File: src/rtl/noc_link_tx.sv
// Credit-based flit transmitter: buffers local flits in a small FIFO and launches
// them toward a router input port only while a downstream credit is held.
module noc_link_tx #(
  parameter int FLIT_W     = 16,
  parameter int FIFO_DEPTH = 4,
  parameter int CREDITS    = 4
) (
  input  logic                             clk,
  input  logic                             rst,
  input  logic [FLIT_W-1:0]                flit_i,
  input  logic                             flit_valid_i,
  output logic                             flit_ready_o,
  output logic [FLIT_W-1:0]                data_o,
  output logic                             valid_o,
  input  logic                             incr_i,
  output logic [$clog2(CREDITS+1)-1:0]     credits_o,
  output logic                             err_o
);

  localparam int PTR_W = $clog2(FIFO_DEPTH);
  localparam int CNT_W = $clog2(FIFO_DEPTH + 1);
  localparam int CRD_W = $clog2(CREDITS + 1);

  localparam logic [PTR_W-1:0] PTR_ONE  = PTR_W'(1);
  localparam logic [CNT_W-1:0] CNT_ONE  = CNT_W'(1);
  localparam logic [CNT_W-1:0] CNT_FULL = CNT_W'(FIFO_DEPTH);
  localparam logic [CRD_W-1:0] CRD_ONE  = CRD_W'(1);
  localparam logic [CRD_W-1:0] CRD_MAX  = CRD_W'(CREDITS);

  logic [FLIT_W-1:0] mem [FIFO_DEPTH];

  logic [PTR_W-1:0]  wr_ptr_reg, wr_ptr_next;
  logic [PTR_W-1:0]  rd_ptr_reg, rd_ptr_next;
  logic [CNT_W-1:0]  count_reg, count_next;
  logic [CRD_W-1:0]  credits_reg, credits_next;
  logic              err_reg, err_next;
  logic [FLIT_W-1:0] data_reg, data_next;
  logic              valid_reg;
  logic              push;
  logic              pop;
  logic              overflow;

  // Both handshakes look only at registered state, so a same-cycle pop never
  // frees a slot and a same-cycle credit return never enables a launch.
  assign flit_ready_o = (count_reg != CNT_FULL);
  assign push         = flit_valid_i & flit_ready_o;
  assign pop          = (count_reg != '0) & (credits_reg != '0);

  always_ff @(posedge clk) begin
    if (push) begin
      mem[wr_ptr_reg] <= flit_i;
    end
  end

  always_comb begin
    wr_ptr_next = wr_ptr_reg;
    rd_ptr_next = rd_ptr_reg;
    count_next  = count_reg;
    data_next   = data_reg;
    if (push) begin
      wr_ptr_next = wr_ptr_reg + PTR_ONE;
    end
    if (pop) begin
      rd_ptr_next = rd_ptr_reg + PTR_ONE;
      data_next   = mem[rd_ptr_reg];
    end
    case ({push, pop})
      2'b10:   count_next = count_reg + CNT_ONE;
      2'b01:   count_next = count_reg - CNT_ONE;
      default: count_next = count_reg;
    endcase
  end

  // A return that would push the count past the downstream depth is a protocol
  // violation; the count saturates and the error is latched.
  always_comb begin
    credits_next = credits_reg;
    overflow     = 1'b0;
    if (pop && !incr_i) begin
      credits_next = credits_reg - CRD_ONE;
    end else if (!pop && incr_i) begin
      if (credits_reg == CRD_MAX) begin
        overflow = 1'b1;
      end else begin
        credits_next = credits_reg + CRD_ONE;
      end
    end
    err_next = err_reg | overflow;
  end

  always_ff @(posedge clk or posedge rst) begin
    if (rst) begin
      wr_ptr_reg  <= '0;
      rd_ptr_reg  <= '0;
      count_reg   <= '0;
      credits_reg <= CRD_MAX;
      err_reg     <= 1'b0;
      data_reg    <= '0;
      valid_reg   <= 1'b0;
    end else begin
      wr_ptr_reg  <= wr_ptr_next;
      rd_ptr_reg  <= rd_ptr_next;
      count_reg   <= count_next;
      credits_reg <= credits_next;
      err_reg     <= err_next;
      data_reg    <= data_next;
      valid_reg   <= pop;
    end
  end

  assign data_o    = data_reg;
  assign valid_o   = valid_reg;
  assign credits_o = credits_reg;
  assign err_o     = err_reg;

endmodule

File: config.mk
export PLATFORM = sky130hd
export DESIGN_NAME = noc_link_tx
export DESIGN_NICKNAME = d
export VERILOG_FILES = /design/src/rtl/noc_link_tx.sv
export SDC_FILE = /design/constraint.sdc
export NUM_CORES = 1
export LEC_CHECK = 0
export ABC_CLOCK_PERIOD_IN_PS = 3070
export CORE_ASPECT_RATIO = 0.5
export CORE_MARGIN = 2
export CORE_UTILIZATION = 30
export CTS_BUF_LIST = sky130_fd_sc_hd__clkbuf_2
export CTS_CLUSTER_SIZE = 30
export DETAILED_ROUTE_END_ITERATION = 12
export GPL_ROUTABILITY_DRIVEN = 0
export PLACE_DENSITY = 0.47
export SLEW_MARGIN = 0
export SYNTH_ARGS = -nofsm -noshare
export SYNTH_HDL_FRONTEND = slang
export SYNTH_SLANG_ARGS = --single-unit
File: constraint.sdc
create_clock -name clk -period 3.07 [get_ports clk]
set_clock_uncertainty 0.2 [all_clocks]
set_input_delay 0.307 -clock clk [delete_from_list [all_inputs] [get_ports clk]]
set_output_delay 0.307 -clock clk [all_outputs]
set_load 0.1 [all_outputs]
### Word-level counts from Yosys, hierarchy flattened

Memory sizes are Yosys's and may differ from the RTL's. A register that Yosys moved wholly into a read port is not among the register bits.
Cells that the tools add are included.

* flip-flop bits (word level): 12
* memory bits (writable): 64
* bits of input ports: 20
* output and inout port bits: 22
* word-level logic and storage cells: 39
* memories: 1

Memory list
* mem: depth 4, bits a word 16, rd ports 1, clocked after Yosys merged registers in 1, wr ports 1, RTL line 30 `logic [FLIT_W-1:0] mem [FIFO_DEPTH];`

* add/sub/neg operators: 6
* eq/ne operators: 5
* muxes and demuxes: 9
* bitwise gates (word level): 3
* reductions and logical operators: 9

Operators with widths (count)
* 3-bit 2-to-1 mux: 3
* 3-bit by 1-bit adder with 3-bit output (second input constant): 2
* 3-bit one-hot mux with 2 select lines: 1
* 3-bit nonzero test: 2
* 3-bit by 1-bit subtractor with 3-bit output (second input constant): 2
* 1-bit 2-to-1 mux: 5
* 2-bit by 1-bit adder with 2-bit output (second input constant): 2
* 2-bit nonzero test: 2
* 3-bit equality test (second input constant): 1
* 3-bit != test (second input constant): 1
* 1-bit bitwise AND: 2
* 2-bit by 1-bit equality test with 1-bit output (second input constant): 1
* 2-bit equality test (second input constant): 1
* 1-bit logical AND: 2
* 1-bit logical NOT: 2
* 2-bit != test (second input constant): 1
* 2-bit AND reduction: 1
* 1-bit bitwise OR: 1

### Longest topological paths before layout

Gate-level depths: netlist of the first run.

* depth in word-level cells: 7
* mapped depth: 10
* gate-level depth less buffers: 9

### Least setup slack after synthesis of the first run

Ideal clock, no wire load.

* path kind: register -> register
* start: register credits_reg[1], in the netlist credits_o[1]
* end: register credits_reg[2], in the netlist credits_o[2]
* library setup time: 80 ps
* arrival: 2595 ps
* path slack: 195 ps
* stages on the path, launching flop included: 11
* path buffers: 2
* clock period less this slack: 2875 ps
* cells stage by stage: dfrtp_1 -> or2_1 -> o21a_1 -> buf_6 -> buf_12 -> ha_1 -> xor2_1 -> ha_1 -> a21oi_1 -> o21ai_0 -> o221a_2

* longest elaborated chain between the ends: 6
* elaborated cells on any way between the ends: 14
* those cells by class: 2 x add/sub; 2 x eq/ne; 3 x mux; 1 x bitwise; 6 x reduce/logical

Ends and longest elaborated chain
* start: declaration: RTL line 35 `logic [CRD_W-1:0] credits_reg, credits_next;`
* start signal: assignment: RTL line 104 `credits_reg <= credits_next;`
* 3-bit nonzero test (*): RTL line 47 `assign pop = (count_reg != '0) & (credits_reg != '0);`
* 1-bit bitwise AND (*): RTL line 47
* named net pop: RTL line 40 `logic pop;`
* 1-bit logical NOT: RTL line 81 `end else if (!pop && incr_i) begin`
* 1-bit logical AND: RTL line 81
* 2-bit nonzero test (no line)
* 2-bit AND reduction (no line)

Mark *: on every way through the listed nets, which the timed path passes. The rest lies on a longest branch. The select of a mux whose other input is x is not followed.
A chain may end at the register's enable or synchronous reset.

### Worst setup path in the final report of the first run

* start: register count_reg[0]
* end: register count_reg[2]

* longest elaborated chain between the ends: 4
* elaborated cells on any way between the ends: 10
* those cells by class: 2 x add/sub; 3 x eq/ne; 1 x mux; 2 x bitwise; 2 x reduce/logical

Ends and longest elaborated chain
* start: declaration: RTL line 34 `logic [CNT_W-1:0] count_reg, count_next;`
* start signal: assignment: RTL line 103 `count_reg <= count_next;`
* 3-bit != test or 3-bit nonzero test (tied branches): RTL line 45, 47
* 1-bit bitwise AND (on tied branches): RTL line 46, 47
* 2-bit by 1-bit equality test with 1-bit output or 2-bit equality test (tied branches): RTL line 67 `case ({push, pop})`
* 3-bit one-hot mux with 2 select lines or 2-bit nonzero test (tied branches)

Parallel ways exist; a longest one is shown, timed or not.

==> results of run 1 <==
-- worst paths after layout --
check | slack [ns] | endpoint | cells past startpoint
min in group asynchronous | 0.47 | data_o[4]$_DFFE_PP0P_ | 4
min reg2reg | 0.30 | err_o$_DFF_PP0_ | 2
max | 0.54 | count_reg[2]$_DFFE_PP0P_ | 9
max in group asynchronous | 1.87 | credits_o[2]$_DFFE_PP1P_ | 4
max reg2reg | 0.54 | count_reg[2]$_DFFE_PP0P_ | 9
min | 0.16 | mem[2][1]$_DFFE_PP_ | 1
-- routing by layer --
layer / vias to the layer above / global-route usage
met5: - / 0
met4: 0 / 0.0402
met3: 7 / 0.0365
met2: 30 / 0.188
met1: 906 / 0.130
li1: 825 / -
-- layout make-up --
class                   count  area [um2]
repair buffers             50         425
clock inverters             6        63.8
fillers                  1156        7540
inverters                  11        41.3
clock buffers              10        50.0
well taps                 165         206
multi-input cells          78         960
flip-flops and latches     92        2620
-- through the flow --
stage | cell area [um2] | setup WS (ns) | hold WS [ns] | util | cells
6_report | 4370 | 0.540 | 0.157 | 0.367 | 412
3_3_place_gp | 4250 | 0.670 | 0.258 | 0.357 | 395
4_1_cts | 4370 | 0.528 | 0.0919 | 0.367 | 412
5_1_grt | 4370 | 0.352 | 0.0926 | 0.367 | 412
2_1_floorplan | 3690 | 0.195 | 0.172 | - | 188
3_5_place_dp | 4250 | 0.574 | 0.256 | 0.357 | 395
-- cells in the mapped netlist (all sizes together) (2+ instances only) --
| cell type | count | area share |
|---|---|---|
| xor2 | 5 | 0.012 |
| inv | 11 | 0.011 |
| mux4 | 16 | 0.098 |
| a21oi | 2 | 0.0027 |
| nor3b | 3 | 0.0061 |
| buf | 5 | 0.015 |
| and3 | 4 | 0.0068 |
| dfrtp | 27 | 0.18 |
| edfxtp | 64 | 0.52 |
| ha | 9 | 0.031 |
| xnor2 | 2 | 0.0048 |
| clkbuf | 2 | 0.0020 |
| nor2 | 3 | 0.0031 |
| mux2 | 17 | 0.059 |
-- timing repair --
action                    4_1_cts  5_1_grt
hold buffers                    1        0
hold endpoints to repair       27        0
setup buffers                   0        0
-- cell families after synthesis --
kind of cell               after synthesis  share of synthesized area
buffers and inverters                   18                     0.0282
DFF                                     92                      0.712
and+or+nand+nor                         18                     0.0299
AOI/OAI and AO/OA                        9                     0.0183
muxes                                   34                      0.159
xor gates and xnor gates                 7                     0.0166
adders and majority gates               10                     0.0360
==> out/results.tsv, run 1 <==
metric	value	unit
clock-sinks	92	
gr-total-overflow	0	
cts-resized-gates	0	
grt_pass1_wl	10300	um
worstMarginPinSlew	0.845	ns
final_cell_mix	edfxtp_1, buf_4, dfrtp_1, clkdlybuf4s50_1, mux4_2	
ys_seq_elements	92	
largest_reg_flops	64	
io_buffers	41	
setup_tns	0	ns
min-delay-start	flit_i[1]	
crit_type	flop to flop	
synth.net_count	218	
setup_viol	0	
syn2layout_area_growth	18.5	%
cts-buffers-inserted	9	
antenna_found_initial	0	
slew_violations	0	
core	0.0119	mm2
routed_wl	6680	um
antenna_left	0	
worstSkewPairLatency	0.54	ns
status	complete, no violations	
synthDistinctLibCells	36	
max-slew-margin-rel	0.437	
firstDrtPassIters	4	
synth.cell_area	0.00369	mm2
io_pins	42	
period_needed	2.53	ns
fp.dieArea	0.0132	mm2
synth_cells	188	
row_count	28	
crit_family	simple AND/OR/NAND/NOR gates	
grt_pass1_vias	1884	
path_max_fanout	6	
path_cells	or3b_1 -> and2_1 -> inv_1 -> ha_1 -> inv_1 -> fa_1 -> xor2_1 -> nor2_1 -> xor2_1	
cts.clk_slew.worst_paths	0.26	ns
routed_via_density	4.29	
rsz0062_at_grt	no	
avgSynthCellArea	19.6	um2
htree_levels	3	
dp.final_hpwl	4180	um
required	3.34	ns
startpoint	count_reg[0]$_DFFE_PP0P_	
die_w	161	um
synth-edff-count	64	
drc_errors	0	
dieHeight	82.4	um
start_util	0.310	
num-nets-final	272	
cts_tree	built	
crit_buf_inv	2	
grt_max_degree	29	
endpoint_kind	flop	
reg2reg_from	count_reg[0]$_DFFE_PP0P_	
worstPathArrival	2.80	ns
yosysWarnings	0	
antennaDiodeCount	0	
drt-met1-wl	3010	um
wl_met2	3310	um
drt_iter0_markers	63	
hold_viol	0	
period_share	0.824	
cp_slowest_cell	dfrtp_1	
drive_above_1_share	0.324	
grt_usage	0.109	
slowest_delay	0.47	ns
synthFlopType	edfxtp_1	
largest_register	mem	
wl_per_cell	16.2	um
max_freq	395	MHz
met3_length	267	um
ys_seq_area_frac	0.712	
drv_cap	0	
hp-class	input port to flop	
via_count	1768	
clk_path_buf_depth	2	
layout_commonest_cell	edfxtp_1	
setup.worst_path.start_class	flop	
top_layer	met4	
cts_root_buffer	clkbuf_2	
async_flop_share	0.304	
Power of run 1 is not shown: default switching activity piles up to over one toggle a cycle in this logic, so the estimate is an artifact.
==> inputs of run 2 (changes only) <==
ABC_CLOCK_PERIOD_IN_PS = 2400   (was 3070)
clock period = 2.4 ns   (was 3.07 ns; I/O delays follow)
==> run 2 against run 1 <==
First-iteration DRC count rose by 46%. Non-clock buffer count rose by 6. Sequential share of layout area fell by 1.9 points. Sequential cell count did not move. Global-route usage rose by 0.14 points. Clock-buffer cell count did not move. Maximum frequency rose by 10%. Setup slack got worse by 0.43 ns. Via count rose by 2.6%. Critical endpoint unchanged. Highest routed layer unchanged.
==> out/results.tsv, run 2 (synthesized netlist as in run 1, its figures left out) <==
metric	value	unit
status	complete, no violations	
dieHeight	82.4	um
period_share	0.956	
grt_pass1_vias	1927	
r2r_slack	0.11	ns
via_count	1814	
grt_pass1_wl	10400	um
max_freq	436	MHz
min-delay-start	flit_i[14]	
io_buffers	41	
routed_wl	6730	um
clock-sinks	92	
r2r-end	count_reg[2]$_DFFE_PP0P_	
endpoint_kind	flop	
die_w	161	um
drc_errors	0	
reg2reg_from	count_reg[1]$_DFFE_PP0P_	
io_pins	42	
cts.clk_slew.worst_paths	0.24	ns
startpoint	count_reg[1]$_DFFE_PP0P_	
dp.final_hpwl	4090	um
max-slew-margin-rel	0.367	
antenna_found_initial	0	
fp.dieArea	0.0132	mm2
fin_hold_ws	0.0868	ns
gr-total-overflow	0	
cts-buffers-inserted	9	
worstSkewPairLatency	0.56	ns
hold_depth	1	
antenna_left	0	
grt_usage	0.110	
period_needed	2.29	ns
row_count	28	
core	0.0119	mm2
worstMarginPinSlew	0.949	ns
worstHoldEndpoint	mem[2][14]$_DFFE_PP_	
crit_type	flop to flop	
setup.worst_path.start_class	flop	
cts_root_buffer	clkbuf_2	
drt_iter0_markers	92	
routed_via_density	4.34	
hp-class	input port to flop	
wl_per_cell	16.1	um
syn2layout_area_growth	23.0	%
largest_reg_flops	64	
slew_violations	0	
firstDrtPassIters	2	
worstPathArrival	2.59	ns
grt_max_degree	29	
setup_viol	0	
reg2reg_depth	9	
start_util	0.310	
drv_cap	0	
antennaDiodeCount	0	
htree_levels	3	
cts_tree	built	
num-nets-final	278	
clk_path_buf_depth	2	
largest_register	mem	
path_max_fanout	6	
layout_commonest_cell	edfxtp_1	
fill_cells	1119	
required	2.69	ns
hold_viol	0	
drive_above_1_share	0.364	
final_cell_mix	edfxtp_1, buf_4, dfrtp_1, clkdlybuf4s50_1, mux4_2	
run 2: worst max path at each step:
| stage | to | slack, ns | cells past startpoint |
|---|---|---|---|
| 2_1_floorplan | count_reg[2]$_DFFE_PP0P_ | -0.14 | 10 |
| 3_3_place_gp | count_reg[2]$_DFFE_PP0P_ | 0.11 | 9 |
| 3_5_place_dp | count_reg[2]$_DFFE_PP0P_ | 0.02 | 9 |
| 4_1_cts | credits_o[2]$_DFFE_PP1P_ | 0.02 | 6 |
| 5_1_grt | credits_o[2]$_DFFE_PP1P_ | -0.001 | 9 |
| 6_report | count_reg[2]$_DFFE_PP0P_ | 0.11 | 9 |
run 2: layer usage:
layer | vias to the layer above | share of wire | global-route usage | wire length, um
li1 | 835 | - | - | -
met1 | 945 | 0.43 | 0.124 | 2920
met2 | 28 | 0.51 | 0.200 | 3450
met3 | 6 | 0.043 | 0.0455 | 290
met4 | 0 | 0.010 | 0.0295 | 69
met5 | - | 0 | 0 | 0
run 2: final cells by class:
class                      instances  area (um2)  area share
clock buffer                      10        50.0      0.0110
clock inverter                     6        93.8      0.0207
inverter                          11        41.3     0.00910
multi-input combinational         78        1010       0.222
sequential                        92        2640       0.581
tap                              165         206      0.0455
timing repair buffer              56         500       0.110
run 2: per-stage QoR:
step	instances	util	worst slack, ns	TNS, ns	instance area [um2]
2_1_floorplan	188	-	-0.137	-0.378	3740
6_report	418	0.381	0.106	0	4540
4_1_cts	410	0.373	0.0176	0	4440
5_1_grt	418	0.381	-0.00116	-0.00116	4540
3_5_place_dp	392	0.359	0.0199	0	4280
3_3_place_gp	392	0.359	0.106	0	4280
run 2: timing repair:
| item | in CTS | in global routing |
|---|---|---|
| endpoints found under the setup margin | 1 | 2 |
| hold buffers | 1 | 7 |
| resized for setup | 1 | 4 |
| pin swaps | 0 | 2 |
| buffers inserted | 1 | 1 |
| endpoints found under the hold margin | 27 | 20 |
run 2: worst max-delay path, cell delays in order, from the launching register on:
cell	delay [ns]
dfrtp_1	0.45
or3b_4	0.43
and2_4	0.19
inv_2	0.07
ha_4	0.14
inv_2	0.04
fa_2	0.33
xor2_1	0.14
nor2_1	0.11
xor2_1	0.16
Power of run 2 is left out for the same reason.
